`src/rtl/bus_pkg.sv`:
```
// Shared types, default address map and helpers for the bus address decoder.
package bus_pkg;

  typedef enum logic [1:0] {
    IDLE = 2'd0,
    BUSY = 2'd1,
    ERR  = 2'd2
  } dec_state_t;

  localparam int MAX_SLAVES = 15;

  localparam logic [15:0] DEF_BASE_0 = 16'h0000;
  localparam logic [15:0] DEF_BASE_1 = 16'h1000;
  localparam logic [15:0] DEF_BASE_2 = 16'h2000;

  localparam logic [7:0] DEF_SZLG_0 = 8'd11;
  localparam logic [7:0] DEF_SZLG_1 = 8'd12;
  localparam logic [7:0] DEF_SZLG_2 = 8'd12;

  localparam logic [47:0] DEF_SLAVE_BASE = {DEF_BASE_2, DEF_BASE_1, DEF_BASE_0};
  localparam logic [23:0] DEF_SLAVE_SZLG = {DEF_SZLG_2, DEF_SZLG_1, DEF_SZLG_0};

  // One-hot (bit i) to encoded index (i+1); zero maps to zero.
  function automatic logic [3:0] sel_encode(input logic [MAX_SLAVES-1:0] onehot);
    logic [3:0] idx;
    idx = '0;
    for (int i = MAX_SLAVES - 1; i >= 0; i--) begin
      if (onehot[i]) idx = 4'(i + 1);
    end
    return idx;
  endfunction

endpackage

```
`src/rtl/bus_addr_match.sv`:
```
// Combinational window compare for every slave, reduced to a lowest-index-wins one-hot.
module bus_addr_match #(
  parameter int                          ADDR_W     = 16,
  parameter int                          N_SLAVES   = 3,
  parameter logic [ADDR_W*N_SLAVES-1:0]  SLAVE_BASE = bus_pkg::DEF_SLAVE_BASE,
  parameter logic [8*N_SLAVES-1:0]       SLAVE_SZLG = bus_pkg::DEF_SLAVE_SZLG
) (
  input  logic [ADDR_W-1:0]   addr,
  output logic [N_SLAVES-1:0] hit_onehot,
  output logic                hit_any
);

  logic [N_SLAVES-1:0] hit_raw;

  for (genvar i = 0; i < N_SLAVES; i++) begin : g_win
    localparam logic [7:0]        SZ   = SLAVE_SZLG[8*i +: 8];
    localparam logic [ADDR_W-1:0] BASE = SLAVE_BASE[ADDR_W*i +: ADDR_W];
    assign hit_raw[i] = ((addr >> SZ) == (BASE >> SZ));
  end

  // Two's-complement trick isolates the lowest set bit, so overlaps resolve to the lowest index.
  assign hit_onehot = hit_raw & (~hit_raw + N_SLAVES'(1));
  assign hit_any    = |hit_raw;

endmodule

```
`src/rtl/bus_addr_decoder_fsm.sv`:
```
// Transaction-aware address decoder: accepts one request, holds the slave select until
// the slave signals done or the timeout expires, and pulses dec_err on unmapped addresses.
module bus_addr_decoder_fsm
  import bus_pkg::*;
#(
  parameter int                          ADDR_W      = 16,
  parameter int                          N_SLAVES    = 3,
  parameter logic [ADDR_W*N_SLAVES-1:0]  SLAVE_BASE  = DEF_SLAVE_BASE,
  parameter logic [8*N_SLAVES-1:0]       SLAVE_SZLG  = DEF_SLAVE_SZLG,
  parameter int                          TIMEOUT_CYC = 255,
  parameter int                          SEL_W       = $clog2(N_SLAVES + 1)
) (
  input  logic                clk,
  input  logic                rst_n,
  input  logic                req_valid,
  input  logic [ADDR_W-1:0]   req_addr,
  output logic                req_ready,
  input  logic                txn_done,
  output logic [N_SLAVES-1:0] slave_sel,
  output logic [SEL_W-1:0]    selr,
  output logic                busy,
  output logic                dec_err,
  output logic                timeout
);

  localparam int CNT_W = $clog2(TIMEOUT_CYC + 1);

  localparam logic [1:0] ST_IDLE = IDLE;
  localparam logic [1:0] ST_BUSY = BUSY;
  localparam logic [1:0] ST_ERR  = ERR;

  localparam logic [CNT_W-1:0] TMO_LAST = CNT_W'(TIMEOUT_CYC - 1);
  localparam logic [CNT_W-1:0] CNT_MAX  = '1;

  logic [1:0]            state;
  logic [CNT_W-1:0]      tmo_cnt;
  logic [N_SLAVES-1:0]   hit_onehot;
  logic                  hit_any;
  logic [MAX_SLAVES-1:0] hit_pad;
  logic [SEL_W-1:0]      hit_enc;

  bus_addr_match #(
    .ADDR_W     (ADDR_W),
    .N_SLAVES   (N_SLAVES),
    .SLAVE_BASE (SLAVE_BASE),
    .SLAVE_SZLG (SLAVE_SZLG)
  ) u_match (
    .addr       (req_addr),
    .hit_onehot (hit_onehot),
    .hit_any    (hit_any)
  );

  assign hit_pad   = MAX_SLAVES'(hit_onehot);
  assign hit_enc   = SEL_W'(sel_encode(hit_pad));
  // Handshake: a request transfers on a clock edge where req_valid && req_ready; ready only in IDLE.
  assign req_ready = (state == ST_IDLE);

  always_ff @(posedge clk or negedge rst_n) begin
    if (!rst_n) begin
      state     <= ST_IDLE;
      tmo_cnt   <= '0;
      slave_sel <= '0;
      selr      <= '0;
      busy      <= 1'b0;
      dec_err   <= 1'b0;
      timeout   <= 1'b0;
    end else begin
      dec_err <= 1'b0;
      timeout <= 1'b0;
      case (state)
        ST_IDLE: begin
          if (req_valid) begin
            if (hit_any) begin
              state     <= ST_BUSY;
              slave_sel <= hit_onehot;
              selr      <= hit_enc;
              busy      <= 1'b1;
              tmo_cnt   <= '0;
            end else begin
              state     <= ST_ERR;
              dec_err   <= 1'b1;
              slave_sel <= '0;
              selr      <= '0;
            end
          end
        end
        ST_BUSY: begin
          // txn_done takes precedence over an expiring timeout.
          if (txn_done || (tmo_cnt == TMO_LAST)) begin
            state     <= ST_IDLE;
            timeout   <= !txn_done;
            slave_sel <= '0;
            selr      <= '0;
            busy      <= 1'b0;
            tmo_cnt   <= '0;
          end else if (tmo_cnt != CNT_MAX) begin
            tmo_cnt <= tmo_cnt + CNT_W'(1);
          end
        end
        ST_ERR: begin
          state <= ST_IDLE;
        end
        default: begin
          state     <= ST_IDLE;
          slave_sel <= '0;
          selr      <= '0;
          busy      <= 1'b0;
          tmo_cnt   <= '0;
        end
      endcase
    end
  end

endmodule

```
`config.mk`:
```
export PLATFORM = sky130hd
export DESIGN_NAME = bus_addr_decoder_fsm
export DESIGN_NICKNAME = d
export VERILOG_FILES = /design/src/rtl/bus_pkg.sv /design/src/rtl/bus_addr_match.sv /design/src/rtl/bus_addr_decoder_fsm.sv
export SDC_FILE = /design/constraint.sdc
export NUM_CORES = 1
export LEC_CHECK = 0
export CAP_MARGIN = 20
export CORE_MARGIN = 2
export CORE_UTILIZATION = 40
export DETAILED_ROUTE_END_ITERATION = 8
export PLACE_DENSITY = 0.73
export SLEW_MARGIN = 5
export SYNTH_ARGS = -nofsm -noshare
export SYNTH_HDL_FRONTEND = slang
export SYNTH_SLANG_ARGS = --single-unit
```
`constraint.sdc`:
```
create_clock -name clk -period 1.65 [get_ports clk]
set_input_delay 0.33 -clock clk [delete_from_list [all_inputs] [get_ports clk]]
set_output_delay 0.33 -clock clk [all_outputs]
set_load 0.005 [all_outputs]
```
== Word-level counts from Yosys, hierarchy flattened ==
Cells that the tools add are included.

* Flip-flop bits (word level): 18
* Output and inout bits: 9
* Input bits: 20

* $add $sub $neg: 2
* Reductions and logical operators: 9
* Bitwise operators: 3
* Muxes and demuxes: 28
* Equal/unequal tests: 10

{| class="wikitable"
|+ Operators by type and width
! operator !! number
|-
| two-way mux 8 bit || 4
|-
| one-hot mux 8 bit (3 select lines) || 1
|-
| logical NOT 16 bit || 1
|-
| two-way mux 2 bit || 8
|-
| two-way mux 3 bit || 3
|-
| one-hot mux 3 bit (3 select lines) || 1
|-
| adder 8 x 1 -> 8 bit, second input constant || 1
|-
| == test 8 bit, second input constant || 1
|-
| two-way mux 1 bit || 8
|-
| != test 8 bit, second input constant || 1
|-
| AND reduction 4 bit || 2
|-
| one-hot mux 2 bit (3 select lines) || 1
|-
| == test 4 x 1 -> 1 bit, second input constant || 1
|-
| == test 4 x 2 -> 1 bit, second input constant || 1
|-
| != test 2 bit, second input constant || 2
|-
| one-hot mux 2 bit (2 select lines) || 1
|-
| adder 3 x 1 -> 3 bit, second input constant || 1
|-
| bitwise AND 3 bit || 1
|-
| != test 3 bit, second input constant || 1
|-
| inverter 3 bit || 1
|-
| one-hot mux 1 bit (3 select lines) || 1
|-
| AND reduction 3 bit || 1
|-
| OR reduction 3 bit || 1
|-
| == test 2 x 1 -> 1 bit, second input constant || 1
|-
| 7 further kinds || 7
|}

== Logic depth before layout (Yosys ltp) ==
* Depth after elaboration: 10
* Depth in mapped cells: 6
* Mapped depth without buffers: 6

== Cells and area by module ==
A second synthesis with hierarchy kept.

* Cell total of the unflattened synthesis: 96
* Area, all modules: 998.5 sq um

{| class="wikitable"
|+ By module, submodules not included
! module !! seq. area each (sq um) !! times used !! area an instance (sq um) !! cells an instance
|-
| bus_addr_decoder_fsm || 450.4 || 1 || 932.1 || 90
|-
| bus_addr_match || 0.0 || 1 || 66.3 || 6
|}

== Worst setup path after synthesis ==
OpenSTA, ideal clock, no wires.

* Path type: register to register
* From: reg tmo_cnt[0]
* To: reg selr[0]
* Data required time: 1.529 ns
* Arrival time: 1.528 ns
* Cell stages (with the launch flop): 7
* Path buffers: 0
* Library setup time: 0.121 ns
* Setup slack: 0.001 ns
* Path through: dfrtp_1 > inv_1 > ha_1 > nand4_1 > o21ai_1 > o21ai_2 > a22o_1

* Longest elaborated chain between the ends: 4

{| class="wikitable"
|+ RTL lines
! element !! RTL line !! text
|-
| start, declared || bus_addr_decoder_fsm.sv:36 || <nowiki>logic [CNT_W-1:0] tmo_cnt;</nowiki>
|-
| start signal, assigned || bus_addr_decoder_fsm.sv:97 || <nowiki>tmo_cnt <= tmo_cnt + CNT_W'(1);</nowiki>
|-
| == test 8 bit || bus_addr_decoder_fsm.sv:89 || <nowiki>if (txn_done || (tmo_cnt == TMO_LAST)) begin</nowiki>
|-
| logical OR 1 bit || bus_addr_decoder_fsm.sv:89 ||
|-
| != test 2 bit (no source line) || - ||
|-
| AND reduction 3 bit (no source line) || - ||
|-
| end signal, assigned || bus_addr_decoder_fsm.sv:76 || <nowiki>selr <= hit_enc;</nowiki>
|-
| end, declared || bus_addr_decoder_fsm.sv:20 || <nowiki>output logic [SEL_W-1:0] selr,</nowiki>
|}

Every way passes these cells.
A chain may end at the register's enable or synchronous reset.

== Final worst setup path ==
* From: in req_addr[12]
* To: reg tmo_cnt[1]

* Longest elaborated chain between the ends: 4
* Elaborated cells on any way between the ends: 6
* Those cells by class: 3 x eq/ne; 3 x reduce/logical

{| class="wikitable"
|+ RTL lines
! element !! RTL line !! text
|-
| start, declared || bus_addr_decoder_fsm.sv:16 || <nowiki>input logic [ADDR_W-1:0] req_addr,</nowiki>
|-
| logical NOT 16 bit, or another cell as far along || bus_addr_match.sv:18 || <nowiki>assign hit_raw[i] = ((addr >> SZ) == (BASE >> SZ));</nowiki>
|-
| OR reduction 3 bit * || bus_addr_match.sv:23 || <nowiki>assign hit_any = |hit_raw;</nowiki>
|-
| != test 2 x 1 -> 1 bit (no source line) * || - ||
|-
| AND reduction 4 bit (no source line) * || - ||
|}

Every way passes the cells marked *; elsewhere a longest branch is shown, timed or not.

==> metrics.yaml <==
setup_path:
  crit_path_end_kind: "flop"
  cp_max_fo: 3
  cp-startpoint: "req_addr[12]"
  reg2reg_slack_ps: 80
  startpoint_type: "input pin"
  crit_required_ps: 1850
  path_class: "input pin to flop"
  timing.rr.start: "state[1]"
  rr_endpoint: "tmo_cnt[6]"
  ff2ff_path_depth: 6
  crit_end: "tmo_cnt[1]"
  cp.arrival_ps: 1810
floorplan:
  coreArea_sq_um: 2190
  num_rows: 17
  die_h_um: 52.1
  die_w_um: 52.1
  dieArea_sq_um: 2720
  initial_core_util_pct: 42.3
  ios: 29
place:
  portBuffers: 17
  hpwl_um: 1600
  placed_cells: 150
  place.gp.congestion: 0.900
sta:
  worst_pin_slew_ps: 231
  min_period_over_period_pct: 97.8
  fin_skew_ps: 3.14
  slew_headroom_pct: 84.6
  min_period_ps: 1610
  setup_viol: 0
  max_freq_ghz: 0.620
  fin_setup_tns_ps: 0
  finalHoldViolCount: 0
  finalMaxSlewViolations: 0
layout:
  drive_gt1_share_pct: 29.0
  diodes: 0
  post-route-util_pct: 61.5
  area_growth_pct: 45.5
  nFillCells: 176
  final-instance-count-excl-fill: 159
  final_nets: 154
synth:
  synth_top_area_share_pct: 48.6
  synthTopCellsByCount: "dfrtp_1 (18), nor2_1 (8), a21oi_1 (6), nand3_1 (6), nor3b_1 (4)"
  yosys_warnings: 0
  yosys.area.top_type: "dfrtp_1"
  synth.most_common_cell: "dfrtp_1"
  synth-seq-cells: 18
  synth_cells: 89
  synth_cell_types: 35
  syn_area_sq_um: 926
  synth_edf_count: 0
  synth_top_flop_cell: "dfrtp_1"
  ys_seq_area_share_pct: 48.6
  synthesis.nets: 111
  syn_avg_cell_area_sq_um: 10.4
  synthTopCellsByArea: "dfrtp_1 (49%), a21oi_1 (3.2%), nand3_1 (3.2%)"
  async_flop_share_pct: 100
drt:
  wire_per_inst_um: 14.3
  drc_errors: 0
  drt_iter0_drc: 11
  wirelength_um: 2270
  drtPass1Iterations: 4
  ant_nets: 0
  num_vias: 849
  post_drt_via_cell_ratio: 5.34
clock_tree:
  cts_max_path_buffers: 2
  path_clk_slew_ps: 100
  clock-sinks: 18
  ctsHoldBuffers: 0
  cts_buffers: 3
  root_buffer: "clkbuf_4"
  clk_latency_ps: 300
  cts_htree_levels: 1
  cts_tree: "done"
power_and_ir_drop:
  power_mw: 0.987
  switching_power_mw: 0.255
  internal_power_mw: 0.732
  p_sw_share_pct: 25.8
  p_clk_share_pct: 28.0
  comb_power_share_pct: 22.4
  total_leakage_power_nw: 0.602
  vdd.ir_drop.worst_mv: 0.532
  pwr-share-seq_pct: 49.6
  power_per_cell_area_nw_per_um2: 732
flow_run:
  maxCapViolCount: 0
global_routing:
  track_usage_pct: 18.2
  grt_overflow: 0
  grt_pass1_wl_um: 3630
  grt_max_degree: 19
  grt_pass1_vias: 856
  antenna_found_initial: 0
status:
  status: "completed"
hold_path:
  hp-class: "input pin to async pin"
## routing by layer
| metal | vias to the layer above | global-route usage [%] | share of wire (%) |
|---|---|---|---|
| met5 | - | 0 | 0 |
| met3 | 2 | 4.02 | 5.0 |
| li1 | 417 | - | - |
| met4 | 0 | 3.95 | 1.0 |
| met2 | 24 | 35.0 | 50 |
| met1 | 406 | 19.9 | 44 |
## cell families after synthesis
group	synth area share, %
multiplexers	1.62
XOR/XNOR	1.89
AND/OR/NAND/NOR	23.0
AO/OA/AOI/OAI	20.5
adder cells (fa/ha/maj)	2.70
flip-flops	48.6
buffers and inverters	1.62
## power by group through the flow
stage / clock (mW) / combinational, mW / sequential (mW)
after floorplan: 0 / 0.0698 / 0.502
after detailed placement: 0 / 0.208 / 0.497
after CTS: 0.284 / 0.216 / 0.487
after global routing: 0.303 / 0.242 / 0.493
final: 0.276 / 0.221 / 0.489
after global placement: 0 / 0.205 / 0.496
## flip-flops by register name, indices dropped and copies added (netlist names)
signal / count
state: 2
busy: 1
dec_err: 1
timeout: 1
slave_sel: 3
selr: 2
tmo_cnt: 8
## worst min path at each step
| stage | endpoint | slack (ps) | cells after the start |
|---|---|---|---|
| after CTS | dec_err | 360 | 2 |
| after floorplan | busy | 30 | 0 |
| final | busy | 350 | 2 |
| after detailed placement | selr[1] | 480 | 1 |
| after global routing | dec_err | 370 | 2 |
| after global placement | slave_sel[1] | 470 | 1 |
## stage by stage
step	instance area (sq um)	hold WS, ps	worst slack (ps)
2_1_floorplan	926	34.4	0.789
3_3_place_gp	1250	469	-260
3_5_place_dp	1250	479	-300
4_1_cts	1310	357	21.7
5_1_grt	1350	372	-7.67
6_report	1350	351	36.2
## cell usage in the layout, fill, tap and decap left out, types with 2 or more instances in the layout
| cell | netlist | routed |
|---|---|---|
| nand3_1 | 6 | 6 |
| nand2_1 | 3 | 3 |
| nand4_1 | 2 | 2 |
| and3_1 | 2 | 2 |
| a22o_1 | 3 | 3 |
| inv_1 | 3 | 2 |
| dfrtp_1 | 18 | 18 |
| nor2_1 | 8 | 7 |
| a31oi_1 | 3 | 3 |
| a21oi_1 | 6 | 6 |
| clkdlybuf4s50_1 | 0 | 15 |
| o21a_1 | 2 | 2 |
| nand3b_1 | 2 | 2 |
| xnor2_1 | 2 | 2 |
| clkbuf_4 | 0 | 3 |
| o21ai_2 | 1 | 2 |
| nor3b_2 | 1 | 2 |
| nor3b_1 | 4 | 3 |
| buf_4 | 0 | 21 |
| o21ai_0 | 2 | 2 |
| nand2b_1 | 3 | 3 |
## critical path, stage by stage
cell	delay, ps
clkdlybuf4s50_1	480
a211o_1	320
nor3b_2	200
o22a_2	190
mux2_4	290
## what timing repair did
action | CTS | global route
setup buffers | 2 | 3
resized for setup | 2 | 6
pin swaps | 1 | 1
endpoints found under the setup margin | 1 | 10
gates cloned | 0 | 0
## final cells by class
class / instances / area (sq um) / area share (%)
sequential: 18 / 450 / 33.4
tap: 28 / 35.0 / 2.60
inverter: 3 / 11.3 / 0.836
timing repair buffer: 39 / 340 / 25.3
multi-input combinational: 67 / 474 / 35.2
clock buffer: 4 / 36.3 / 2.69
Power figures use the tool's default switching activity.
==> patch 1, RTL diff (same flow settings) <==
Register the output `timeout` once more, without a reset; this adds one clock of latency there. The other outputs are not delayed to match.
--- a/src/rtl/bus_addr_decoder_fsm.sv
+++ b/src/rtl/bus_addr_decoder_fsm.sv
@@ -33,4 +33,6 @@
   localparam logic [CNT_W-1:0] CNT_MAX  = '1;
 
+  logic timeout_s0;
+
   logic [1:0]            state;
   logic [CNT_W-1:0]      tmo_cnt;
@@ -64,8 +66,8 @@
       busy      <= 1'b0;
       dec_err   <= 1'b0;
-      timeout   <= 1'b0;
+      timeout_s0 <= 1'b0;
     end else begin
       dec_err <= 1'b0;
-      timeout <= 1'b0;
+      timeout_s0 <= 1'b0;
       case (state)
         ST_IDLE: begin
@@ -89,5 +91,5 @@
           if (txn_done || (tmo_cnt == TMO_LAST)) begin
             state     <= ST_IDLE;
-            timeout   <= !txn_done;
+            timeout_s0 <= !txn_done;
             slave_sel <= '0;
             selr      <= '0;
@@ -112,4 +114,8 @@
   end
 
+  always_ff @(posedge clk) begin
+    timeout <= timeout_s0;
+  end
+
 endmodule
 
Formal check against the unedited RTL: no difference found for any inputs over 10 cycles, from zero or initial values and one cycle with rst_n low; that may be too few to reach the edited logic, so the function may still have changed.
==> patch 1 against the unedited design <==
Cell area is 1.5% higher; wire length is 12% lower; via count is 0.82% lower; setup slack better by 0.0073 ns; clock power is 15% lower; sequential cell count is 1 higher; fmax is 0.45% higher; area after synthesis is 5.7% higher; first-iteration DRC count is 18% higher; synthesized cell count is 1.1% higher; sequential power is 4.5% higher; non-clock buffer count is 3 lower; power is 2.3% lower.
==> patch 1: results <==
[routing]
drc = 0
avgRoutedWirePerCell_um = 12.9
firstDrtPassIters = 4
drt_iter0_markers = 13
antenna_left = 0
vias = 842

[power]
p_leak_nw = 0.578
ir_drop_v = 0.000597
swShare_pct = 25.9

[logic_synthesis]
syn-num-nets = 112
synthDistinctLibCells = 34
synth_common_cells = "dfrtp_1, nor2_1, a21oi_1, nand2_1, nand3_1"
syn_area_sq_um = 978
syn_area_per_cell_sq_um = 10.9
yosys_warnings = 0
async_flop_share_pct = 94.7
yosysSeqAreaShare_pct = 48.1
synth.area.top_cells = "dfrtp_1, a21oi_1, a41oi_4"

[setup_path]
crit_fanout = 6
cpPeakStageDelay_ns = 0.45
arrival_ns = 1.82
critPathSlowestCell = "clkdlybuf4s50_1"

[global_routing]
grt_max_degree = 19
grt_usage_pct = 16.4
grt_pass1_vias = 802
grt_pass1_wl_um = 3380
antenna_found_initial = 0

[cts]
numCtsBuffers = 3
cts_buffer_depth = 2
path_clk_slew_ns = 0.11
cts_root_buf = "clkbuf_4"
clk_latency_ns = 0.29
cts.htree.levels = 1

[hold_path]
hp-class = "input pin to asynchronous set/reset pin"

[run_status]
status = "completed"

[timing]
skew_ns = 0.00539
max_slew_margin_pct = 78.6

[placed_design]
dp_hpwl_um = 1480
port_buffers = 17
dpl_cell_area_sq_um = 1260
place_inst = 145
gp_congestion = 0.860

[finish]
layout.cells.non_filler = 156
final_layout_size_suffix_gt1_share_pct = 28.1
diodes = 0
reg_top3 = "tmo_cnt x8, slave_sel x3"
fill_cells = 193
-- patch 1: worst paths after layout --
kind | start | to | slack (ns) | depth (start not counted)
hold / removal | rst_n | tmo_cnt[0] | 0.35 | 2
hold reg to reg | timeout_s0 | timeout | 0.35 | 0
max in group asynchronous | rst_n | slave_sel[0] | 1.10 | 2
setup reg to reg | state[1] | tmo_cnt[5] | 0.07 | 6
min in group clk | timeout_s0 | timeout | 0.35 | 0
setup / recovery | req_addr[12] | tmo_cnt[5] | 0.04 | 6
-- patch 1: through the flow --
step	hold slack, ns	util, %	setup TNS [ns]	setup slack [ns]
floorplan	0.0344	-	0	0.132
global placement	0.328	55.9	-2.17	-0.270
detailed placement	0.333	55.9	-2.59	-0.293
CTS	0.358	58.2	0	0.0177
global route	0.358	60.7	-0.107	-0.0234
finish	0.354	60.7	0	0.0434
-- patch 1: routing by layer --
| metal | wire length, um | up-vias | GRT usage (%) |
|---|---|---|---|
| li1 | - | 419 | - |
| met1 | 953 | 404 | 20.8 |
| met2 | 975 | 19 | 27.0 |
| met3 | 76 | 0 | 2.82 |
| met4 | 0 | 0 | 7.69 |
| met5 | 0 | - | 0 |
-- patch 1: final cells by class --
type                       instances  area (sq um)  share of cell area (%)
clock buffer                       4          26.3                    1.92
inverter                           2          7.51                   0.549
multi-input combinational         67           517                    37.8
sequential                        19           470                    34.4
tap                               28          35.0                    2.56
timing repair buffer              36           312                    22.8
-- patch 1: kinds of logic after synthesis --
family          synth area share [%]
simple gates                    19.1
compound gates                  24.8
flops                           48.1
buf+inv                         2.05
mux                             2.56
fa+ha+maj                       2.56
xor+xnor                       0.895
-- patch 1: worst max-delay path, delay by kind of cell --
| kind | cells | cell delay (ns) |
|---|---|---|
| buf+inv | 2 | 0.64 |
| compound gates | 3 | 0.41 |
| simple gates | 1 | 0.45 |
-- patch 1: repair_timing --
action,CTS,global route
endpoints found under the hold margin,0,0
endpoints found under the setup margin,4,6
gates resized for setup,3,4
setup buffers,2,5
pin swaps,0,4
gates cloned,0,0
hold buffers,0,0
-- patch 1: power groups by stage --
stage                logic, W  clock network [W]  registers [W]
finish               0.000219           0.000235       0.000511
detailed placement   0.000195                  0       0.000521
CTS                  0.000202           0.000243       0.000511
global placement     0.000190                  0       0.000521
floorplan           0.0000726                  0       0.000522
global route         0.000239           0.000267       0.000514
==> patch 2, RTL diff (same settings) <==
Without the edit above. The parameter `TIMEOUT_CYC` goes from 255 to 510.
--- a/src/rtl/bus_addr_decoder_fsm.sv
+++ b/src/rtl/bus_addr_decoder_fsm.sv
@@ -8,5 +8,5 @@
   parameter logic [ADDR_W*N_SLAVES-1:0]  SLAVE_BASE  = DEF_SLAVE_BASE,
   parameter logic [8*N_SLAVES-1:0]       SLAVE_SZLG  = DEF_SLAVE_SZLG,
-  parameter int                          TIMEOUT_CYC = 255,
+  parameter int                          TIMEOUT_CYC = 510,
   parameter int                          SEL_W       = $clog2(N_SLAVES + 1)
 ) (
Formal check against the unedited RTL: same outputs for any inputs over 10 cycles, from zero or initial values and one cycle with rst_n low; that may be too few to reach the edited logic, so the function may still have changed.
==> patch 2 against the unedited design <==
The flow now finishes with violations (negative setup slack); area after synthesis is 11% higher; setup slack got worse by 0.18 ns; power down 0.22%; count of clock-buffer cells in the layout did not move; cell area up 15%; sequential cell count increased by 1; hold slack better by 0.0015 ns; global-route usage down 0.18 points; wire length increased by 10%.
==> patch 2: results <==
[routing]
wl_met1_um = 1060
drt_iter0_markers = 21
wl_met3_um = 37

[finish]
final_layout_size_suffix_gt1_share_pct = 41.3
layout.cells.non_filler = 173
reg_top3 = "tmo_cnt x9, slave_sel x3"
fill_cells = 191

[logic_synthesis]
synth_compound_area_share_pct = 23.8
synthDistinctLibCells = 36
syn-num-nets = 115
synth.area.top_cells = "dfrtp_1, nor2_1, a21o_1"
synth_common_cells = "dfrtp_1, nor2_1, a21o_1"

[global_routing]
grt_usage_pct = 18.0
grt_pass1_wl_um = 3800
met2_usage_pct = 31.7
met3_usage_pct = 2.73
grt_pass1_vias = 898
grtUsageMet1_pct = 20.6

[run_status]
status = "complete, but fails checks"
violations = "negative setup slack"

[setup_path]
crit_fanout = 5
critPathLaunch = "tmo_cnt[0]"
r2r_cells = 8
cp-start-kind = "register"
arrival_ns = 2.04

[placed_design]
gp_congestion = 0.754
post-place-ws_ns = -0.295
dpl_cell_area_sq_um = 1390
place_inst = 159

[power]
p_leak_nw = 0.719

[cts]
post_cts_resized = 8
cts_setup_buffers = 8

[timing]
setup_violations = 8
max_slew_margin_pct = 81.3
setup_ws_ns = -0.142
skew_ns = 0.00222
setup_tns_ns = -0.696
-- patch 2: final cells by class --
type	count	area share [%]
Multi-Input combinational cell	70	38.9
Sequential cell	19	30.7
Timing Repair Buffer	47	25.6
Tap cell	30	2.41
Clock buffer	4	1.69
Inverter	3	0.724
-- patch 2: critical path: cells and delay by family (launching register included) --
family / cells / cell delay [ns]
AO/OA/AOI/OAI: 2 / 0.22
AND/OR/NAND/NOR: 4 / 0.75
adder cells (fa/ha/maj): 2 / 0.37
flip-flops: 1 / 0.40
-- patch 2: power breakdown --
part	leakage [nW]	switching [W]	internal, W
Combinational	0.449	0.000101	0.000134
Clock	0.0150	0.000144	0.0000941
Sequential	0.255	0.0000189	0.000492
Total	0.719	0.000264	0.000721
-- patch 2: through the flow --
| stage | util [%] | hold WS, ns |
|---|---|---|
| final | 63.4 | 0.352 |
| after global routing | 63.4 | 0.359 |
| after CTS | 61.9 | 0.360 |
| after detailed placement | 56.5 | 0.486 |
| after global placement | 56.5 | 0.489 |
| after floorplan | - | 0.0344 |
